## src/rtl/sram_port_pkg.sv

```systemverilog
// Shared types and helpers for the SRAM port master and its response FIFO.
// rsp_t is the default 32-bit response record; other widths build their own.
package sram_port_pkg;

   localparam int RSP_DATA_W    = 32;
   localparam int DEF_RSP_DEPTH = 3;
   localparam int RSP_PTR_W     = $clog2(DEF_RSP_DEPTH);

   typedef struct packed {
      logic [RSP_DATA_W-1:0] rdata;
      logic                  err;
      logic                  we;
   } rsp_t;

   // True when addr falls in the window [base, base + (4 << aw)).
   function automatic logic in_window(input logic [31:0] addr,
                                      input logic [31:0] base,
                                      input int          aw);
      return (addr >> (aw + 2)) == (base >> (aw + 2));
   endfunction

endpackage

```

## src/rtl/sram_rsp_fifo.sv

```systemverilog
// First-word-fall-through response FIFO.
// The caller never pushes when full and never pops when empty.
module sram_rsp_fifo
   import sram_port_pkg::*;
#(
   parameter int  DEPTH = DEF_RSP_DEPTH,
   parameter type T     = rsp_t,
   localparam int PW    = (DEPTH > 1) ? $clog2(DEPTH) : 1,
   localparam int CW    = $clog2(DEPTH + 1)
) (
   input  logic          clk,
   input  logic          rst_n,
   input  logic          push,
   input  T              wdata,
   input  logic          pop,
   output T              rdata,
   output logic [CW-1:0] count
);

   T mem [DEPTH];
   logic [PW-1:0] wr_ptr, rd_ptr;

   function automatic logic [PW-1:0] nxt(input logic [PW-1:0] p);
      return (p == PW'(DEPTH - 1)) ? '0 : p + 1'b1;
   endfunction

   // Storage needs no reset: the head is only consumed while count != 0.
   always_ff @(posedge clk) begin
      if (push) mem[wr_ptr] <= wdata;
   end

   always_ff @(posedge clk or negedge rst_n) begin
      if (!rst_n) begin
         wr_ptr <= '0;
         rd_ptr <= '0;
         count  <= '0;
      end else begin
         if (push) wr_ptr <= nxt(wr_ptr);
         if (pop)  rd_ptr <= nxt(rd_ptr);
         count <= count + CW'(push) - CW'(pop);
      end
   end

   assign rdata = mem[rd_ptr];

endmodule

```

## src/rtl/sram_port_master.sv

```systemverilog
// Drives one OpenRAM-style RW port from a valid/ready byte-addressed request
// stream and returns in-order responses, two cycles after accept at the earliest.
module sram_port_master
   import sram_port_pkg::*;
#(
   parameter int          ADDR_WIDTH = 12,
   parameter int          DATA_WIDTH = 32,
   parameter int          NUM_WMASKS = 4,
   parameter logic [31:0] BASE_ADDR  = 32'h0000_0000,
   parameter int          RSP_DEPTH  = 3
) (
   input  logic                  i_clk,
   input  logic                  i_reset_n,
   input  logic                  i_req_valid,
   output logic                  o_req_ready,
   input  logic                  i_req_we,
   input  logic [31:0]           i_req_addr,
   input  logic [NUM_WMASKS-1:0] i_req_be,
   input  logic [DATA_WIDTH-1:0] i_req_wdata,
   output logic                  o_rsp_valid,
   input  logic                  i_rsp_ready,
   output logic [DATA_WIDTH-1:0] o_rsp_rdata,
   output logic                  o_rsp_err,
   output logic                  o_rsp_we,
   output logic                  o_sram_csb,
   output logic                  o_sram_web,
   output logic [NUM_WMASKS-1:0] o_sram_wmask,
   output logic [ADDR_WIDTH-1:0] o_sram_addr,
   output logic [DATA_WIDTH-1:0] o_sram_din,
   input  logic [DATA_WIDTH-1:0] i_sram_dout,
   output logic                  o_busy
);

   localparam int CW = $clog2(RSP_DEPTH + 1);

   typedef struct packed {
      logic [DATA_WIDTH-1:0] rdata;
      logic                  err;
      logic                  we;
   } rsp_w_t;

   logic          in_win, accept, pop;
   logic          s1_valid, s1_we, s1_err, s1_rd;
   logic [CW-1:0] fifo_count;
   logic [CW:0]   occ;
   rsp_w_t        push_rsp, head;

   assign in_win = in_window(i_req_addr, BASE_ADDR, ADDR_WIDTH);
   assign pop    = o_rsp_valid & i_rsp_ready;

   // Slots already promised: the S1 entry plus buffered responses, less the
   // one leaving this cycle. pop implies fifo_count >= 1, so no underflow.
   assign occ         = (CW+1)'(s1_valid) + (CW+1)'(fifo_count) - (CW+1)'(pop);
   assign o_req_ready = i_reset_n & (occ < (CW+1)'(RSP_DEPTH));
   assign accept      = i_req_valid & o_req_ready;

   // web/wmask are qualified by accept so they idle inactive under reset.
   assign o_sram_csb   = !(accept & in_win);
   assign o_sram_web   = !(accept & i_req_we);
   assign o_sram_wmask = (accept & i_req_we) ? i_req_be : '0;
   assign o_sram_addr  = i_req_addr[ADDR_WIDTH+1:2];
   assign o_sram_din   = i_req_wdata;

   always_ff @(posedge i_clk or negedge i_reset_n) begin
      if (!i_reset_n) begin
         s1_valid <= 1'b0;
         s1_we    <= 1'b0;
         s1_err   <= 1'b0;
         s1_rd    <= 1'b0;
      end else begin
         s1_valid <= accept;
         s1_we    <= i_req_we;
         s1_err   <= !in_win;
         s1_rd    <= accept & in_win & !i_req_we;
      end
   end

   // The macro's dout is valid during S1 only for the read it launched.
   assign push_rsp.rdata = s1_rd ? i_sram_dout : '0;
   assign push_rsp.err   = s1_err;
   assign push_rsp.we    = s1_we;

   sram_rsp_fifo #(
      .DEPTH (RSP_DEPTH),
      .T     (rsp_w_t)
   ) u_rsp_fifo (
      .clk   (i_clk),
      .rst_n (i_reset_n),
      .push  (s1_valid),
      .wdata (push_rsp),
      .pop   (pop),
      .rdata (head),
      .count (fifo_count)
   );

   assign o_rsp_valid = (fifo_count != '0);
   assign o_rsp_rdata = o_rsp_valid ? head.rdata : '0;
   assign o_rsp_err   = o_rsp_valid & head.err;
   assign o_rsp_we    = o_rsp_valid & head.we;
   assign o_busy      = s1_valid | (fifo_count != '0);

endmodule

```

## config.mk

```make
export PLATFORM = sky130hd
export DESIGN_NAME = sram_port_master
export DESIGN_NICKNAME = d
export VERILOG_FILES = /design/src/rtl/sram_port_pkg.sv /design/src/rtl/sram_rsp_fifo.sv /design/src/rtl/sram_port_master.sv
export SDC_FILE = /design/constraint.sdc
export NUM_CORES = 1
export LEC_CHECK = 0
export CELL_PAD_IN_SITES_DETAIL_PLACEMENT = 0
export CELL_PAD_IN_SITES_GLOBAL_PLACEMENT = 1
export CORE_MARGIN = 8
export CORE_UTILIZATION = 31
export CTS_CLUSTER_DIAMETER = 150
export DETAILED_ROUTE_END_ITERATION = 8
export PLACE_DENSITY = 0.8
export SYNTH_ARGS = -nofsm -noshare
export SYNTH_HDL_FRONTEND = slang
export SYNTH_SLANG_ARGS = --single-unit
export TNS_END_PERCENT = 50
```

## constraint.sdc

```tcl
create_clock -name i_clk -period 3.1 [get_ports i_clk]
set_input_delay 0.465 -clock i_clk [delete_from_list [all_inputs] [get_ports i_clk]]
set_output_delay 0.465 -clock i_clk [all_outputs]
set_load 0.01 [all_outputs]
```

## After elaboration in Yosys (flattened, before gate mapping)

Memory sizes are Yosys's and may differ from the RTL's.
Index checks and enable logic that the tools add are counted.

- Multipliers: 0
- Divide/modulo/power cells: 0
- Shift-type cells: 0
- Reductions and logical operators: 6
- Add/sub/neg operators: 6
- Mux-type cells: 7
- Bitwise gates (word level): 9
- Equal/unequal tests: 2
- Order comparisons: 1

Operator list:

| cell | count |
|---|---|
| $mux 32 | 2 |
| $logic_not 32->1 | 1 |
| $and 1x1->1 | 8 |
| $add 2x1->2 const B | 2 |
| $eq 2x2->1 const B | 2 |
| $logic_not 1->1 | 4 |
| $mux 2 | 2 |
| $mux 4 | 1 |
| $add 1x2->3 | 1 |
| $lt 3x2->1 const B | 1 |
| $sub 3x1->3 | 1 |
| $add 2x1->2 | 1 |
| $mux 1 | 2 |
| $reduce_bool 2->1 | 1 |
| $sub 2x1->2 | 1 |
| $or 1x1->1 | 1 |

- Bits in registers: 10
- Memory bits (read-only): 0
- Memories: 1
- Latch bits: 0
- Output and inout port bits: 87
- Word-level logic and storage cells: 39
- Bits in writable memories: 102
- Input port bits: 105

Memories:

| name | depth | width | rd ports | clocked after Yosys merged registers in | wr ports | RTL line | text |
|---|---|---|---|---|---|---|---|
| u_rsp_fifo.mem | 3 | 34 | 1 | 0 | 1 | sram_rsp_fifo.sv:20 | `T mem [DEPTH];` |

## Logic depth before layout (Yosys ltp)

- Word-level depth: 8
- Mapped depth: 9

## Modules after synthesis

A second synthesis with hierarchy kept.

- Cell total of the unflattened synthesis: 389
- Area total of the unflattened synthesis: 5197.5 µm²

Modules (own cells, without submodules):

| module | times used | seq. area each (µm²) | cells an instance | area an instance (µm²) |
|---|---|---|---|---|
| sram_rsp_fifo | 1 | 3213.1 | 239 | 4092.7 |
| sram_port_master | 1 | 100.1 | 150 | 1104.8 |

## Worst setup path before layout

OpenSTA, ideal clock, no wires.

- Path type: reg2reg
- Start: reg s1_valid
- End: mem u_rsp_fifo.mem[2][0] in the netlist's numbering, enable pin
- Data arrival time: 2965 ps
- Buffers on the path: 0
- Cell stages (with the launch flop): 3
- Slack: -339 ps
- Period minus slack after synthesis: 3439 ps
- Cells stage by stage: dfrtp_1 inv_1 nor3b_1

- Longest elaborated chain between the ends: 2

Ends and longest elaborated chain:

| item | RTL line | text |
|---|---|---|
| start: declaration | sram_port_master.sv:43 | `logic s1_valid, s1_we, s1_err, s1_rd;` |
| start signal: assignment | sram_port_master.sv:71 | `s1_valid <= accept;` |
| $mux 1 | sram_rsp_fifo.sv:29 | `if (push) mem[wr_ptr] <= wdata;` |
| $mux 1 (implied by the code) | sram_rsp_fifo.sv:29 |  |
| end: declaration | sram_rsp_fifo.sv:20 |  |

Every way passes these cells.

## Worst setup path in the final report

- Start: reg u_rsp_fifo.count[1]
- End: out o_sram_csb

- Longest elaborated chain between the ends: 8
- Elaborated cells on any way between the ends: 9
- Classes of those cells: add/sub: 2; order compare: 1; bitwise: 4; reduce/logical: 2

Ends and longest elaborated chain:

| item | RTL line | text |
|---|---|---|
| start: declaration | sram_rsp_fifo.sv:17 | `output logic [CW-1:0] count` |
| start signal: assignment | sram_rsp_fifo.sv:40 | `count <= count + CW'(push) - CW'(pop);` |
| $reduce_bool 2->1 | sram_port_master.sv:96 | `assign o_rsp_valid = (fifo_count != '0);` |
| $and 1x1->1 | sram_port_master.sv:49 | `assign pop = o_rsp_valid & i_rsp_ready;` |
| named net pop | sram_port_master.sv:42 | `logic in_win, accept, pop;` |
| $sub 3x1->3 | sram_port_master.sv:53 | `assign occ = (CW+1)'(s1_valid) + (CW+1)'(fifo_count) - (CW+1)'(pop);` |
| $lt 3x2->1 | sram_port_master.sv:54 | `assign o_req_ready = i_reset_n & (occ < (CW+1)'(RSP_DEPTH));` |
| $and 1x1->1 | sram_port_master.sv:54 |  |
| $and 1x1->1 | sram_port_master.sv:55 | `assign accept = i_req_valid & o_req_ready;` |
| $and 1x1->1 | sram_port_master.sv:58 | `assign o_sram_csb = !(accept & in_win);` |
| $logic_not 1->1 | sram_port_master.sv:58 |  |
| end: declaration | sram_port_master.sv:25 | `output logic o_sram_csb,` |

The timed path passes the listed nets, and every way through them passes these cells.

==> flow_summary.json <==
{
  "status": "complete, but fails checks",
  "violations": "negative setup slack",
  "multiInputGateArea_sq_um": 1370,
  "antenna_found_initial": 1,
  "coreArea_sq_um": 15900,
  "setup_viol": 3,
  "ir_drop_mv": 0.514,
  "r2r-end": "s1_rd$_DFF_PN0_",
  "min_period_over_period": 1.02,
  "ys_top_cells_by_area": "edfxtp_1 (61%), mux2_2 (7.6%), mux2i_1 (6.8%)",
  "clkLatencyLatePin_ns": 0.34,
  "min_path_type": "primary input to asynchronous set/reset pin",
  "critical_path_class": "flip-flop to output pin",
  "r2r_cells": 11,
  "finalWorstPathRequiredPeriod_ns": 3.16,
  "viasPerCell": 4.46,
  "dp_slack_ns": -0.543,
  "clkSinkCount": 112,
  "post-synth-top-count-cell": "edfxtp_1",
  "drive_above_1_share": 0.196,
  "area_delta_synth_final_pct": 28.5,
  "num_vias": 2877,
  "timing_hold_violations_final": 0,
  "holdWs_ns": 0.436,
  "slew_headroom": 0.306,
  "worst_slew_pin_slew_ns": 1.04,
  "nNetsFinal": 532,
  "p_leak_nw": 2.38,
  "synthArstFlopShare": 0.0893,
  "placementRows": 46,
  "overflow": 0,
  "max_cap_violations": 0,
  "synth_top_cell_by_area": "edfxtp_1",
  "die_w_um": 143,
  "rsz0062_at_grt": "true",
  "cts-root-buf": "clkbuf_16",
  "fill_cells": 1518,
  "syn_nets": 460,
  "synth_cell_types": 25,
  "seq_area_frac_synth": 0.658,
  "synth_area_per_cell_sq_um": 14.3,
  "drt_pass1_iterations": 4,
  "worstPathArrival_ns": 2.70,
  "pin_count": 192,
  "clock_skew_ns": 0.00748,
  "finalPower_mw": 5.07,
  "grt_max_degree": 37,
  "die-area_sq_um": 20600,
  "finalWirelength_mm": 10.8,
  "finalWorstSetupSlack_ns": -0.0624,
  "dp.cells": 623,
  "antennaDiodeCount": 0,
  "regArea_sq_um": 3320,
  "regToRegSetupSlack_ns": 0.86,
  "power_density_nw_per_um2": 783,
  "grt_pass1_vias": 3263,
  "synth-seq-cells": 112,
  "dpl_cell_area_sq_um": 6090,
  "clk_path_buf_depth": 2,
  "synthCells": 352,
  "io_buffers": 101,
  "htree_num_levels": 3,
  "end_kind": "output pin",
  "required_ns": 2.63,
  "fin_util": 0.408,
  "cts_buffers": 9,
  "synth_ff_type": "edfxtp_1",
  "syn-cell-area_sq_um": 5040,
  "maxSlewViolCount": 0,
  "crit_fanout": 2,
  "grtUsageTotal": 0.109,
  "fmaxAchievable_ghz": 0.316,
  "ant_nets": 0,
  "synth_top_cell_area_share": 0.608,
  "place_hpwl_mm": 7.14,
  "fin_area_sq_um": 6470,
  "initial_core_util": 0.317,
  "r2r-start": "u_rsp_fifo.count[1]$_DFF_PN0_",
  "dieHeight_um": 143,
  "post_drt_wl_per_cell_um": 16.7,
  "drc": 0,
  "final_cells": 645,
  "globalplace.congestion": 0.684,
  "ys_warn_count": 0,
  "timing.setup.tns_ns": -0.0687,
  "setup.worst_path.start_class": "flip-flop",
  "path_clk_slew_ns": 0.07,
  "synth_edf_count": 102,
  "cts_tree": "yes",
  "drtIter0Drc": 110,
  "ys_top_cells_by_count": "edfxtp_1 (102), buf_4 (44), nor2_1 (40)",
  "grt_first_pass_wirelength_mm": 16.9
}
## logic make-up after synthesis
logic type,Yosys count,synth area share
AO/OA/AOI/OAI,5,0.00696
multiplexers,68,0.144
XOR/XNOR,1,0.00174
AND/OR/NAND/NOR,93,0.0939
flip-flops,112,0.658
adder cells (fa/ha/maj),3,0.00894
buffers and inverters,70,0.0870
## layer usage
layer	track usage	vias to the layer above	wire length (um)
met2	0.191	85	5450
met3	0.0358	38	748
met4	0.0537	0	295
met5	0	-	0
met1	0.116	1408	4290
li1	-	1346	-
## state kept, by name, indices dropped and copies added, names as in the netlist
| register | flops |
|---|---|
| u_rsp_fifo.wr_ptr | 2 |
| u_rsp_fifo.rd_ptr | 2 |
| s1_valid | 1 |
| s1_err | 1 |
| u_rsp_fifo.mem | 102 |
| s1_rd | 1 |
| u_rsp_fifo.count | 2 |
| s1_we | 1 |
## cell usage in the layout, fill, tap and decap left out, types with 4 or more instances in the layout
cell and instances:
edfxtp_1 102, a21o_1 4, clkbuf_1 5, clkdlybuf4s50_1 93
nor2_4 5, dfrtp_1 8, mux2_2 34, mux2i_1 34
and2_1 33, buf_6 6, nor2_1 35, clkbuf_16 9
buf_4 13, inv_1 12
## how the worst max path moves through the flow
stage	start	end	slack [ns]	depth (start not counted)
2_1_floorplan	u_rsp_fifo.wr_ptr[0]$_DFFE_PN0P_	u_rsp_fifo.mem[0][0]$_DFFE_PP_	-0.21	1
3_3_place_gp	i_rsp_ready	o_sram_csb	-0.53	11
3_5_place_dp	i_rsp_ready	o_sram_csb	-0.54	11
4_1_cts	u_rsp_fifo.count[1]$_DFF_PN0_	o_sram_csb	-0.07	11
5_1_grt	u_rsp_fifo.count[1]$_DFF_PN0_	o_sram_csb	-0.19	11
6_report	u_rsp_fifo.count[1]$_DFF_PN0_	o_sram_csb	-0.06	11
## final cells by class
class,instances,area share
Sequential cell,112,0.512
Multi-Input combinational cell,170,0.212
Timing Repair Buffer,119,0.183
Tap cell,216,0.0417
Clock buffer,15,0.0398
Inverter,12,0.00696
Clock inverter,1,0.00464
## power breakdown
| group | switching [mW] | internal, mW |
|---|---|---|
| clock network | 0.471 | 0.651 |
| registers | 0.155 | 1.82 |
| logic | 0.890 | 1.09 |
## what timing repair did
item	in CTS	in global routing
pin swaps	6	2
setup buffers	5	1
hold buffers	0	0
setup endpoints to repair	7	7
resized for setup	31	14
## worst max-delay path: stages (launching register included)
cell and delay [ns]:
dfrtp_1 0.41, o21ai_2 0.17, inv_1 0.06, ha_1 0.26
inv_1 0.04, ha_2 0.17, fa_2 0.36, xor2_2 0.18
buf_4 0.14, nand3_4 0.06, or3_1 0.35, buf_2 0.15
(Power assumes the default switching activity.)
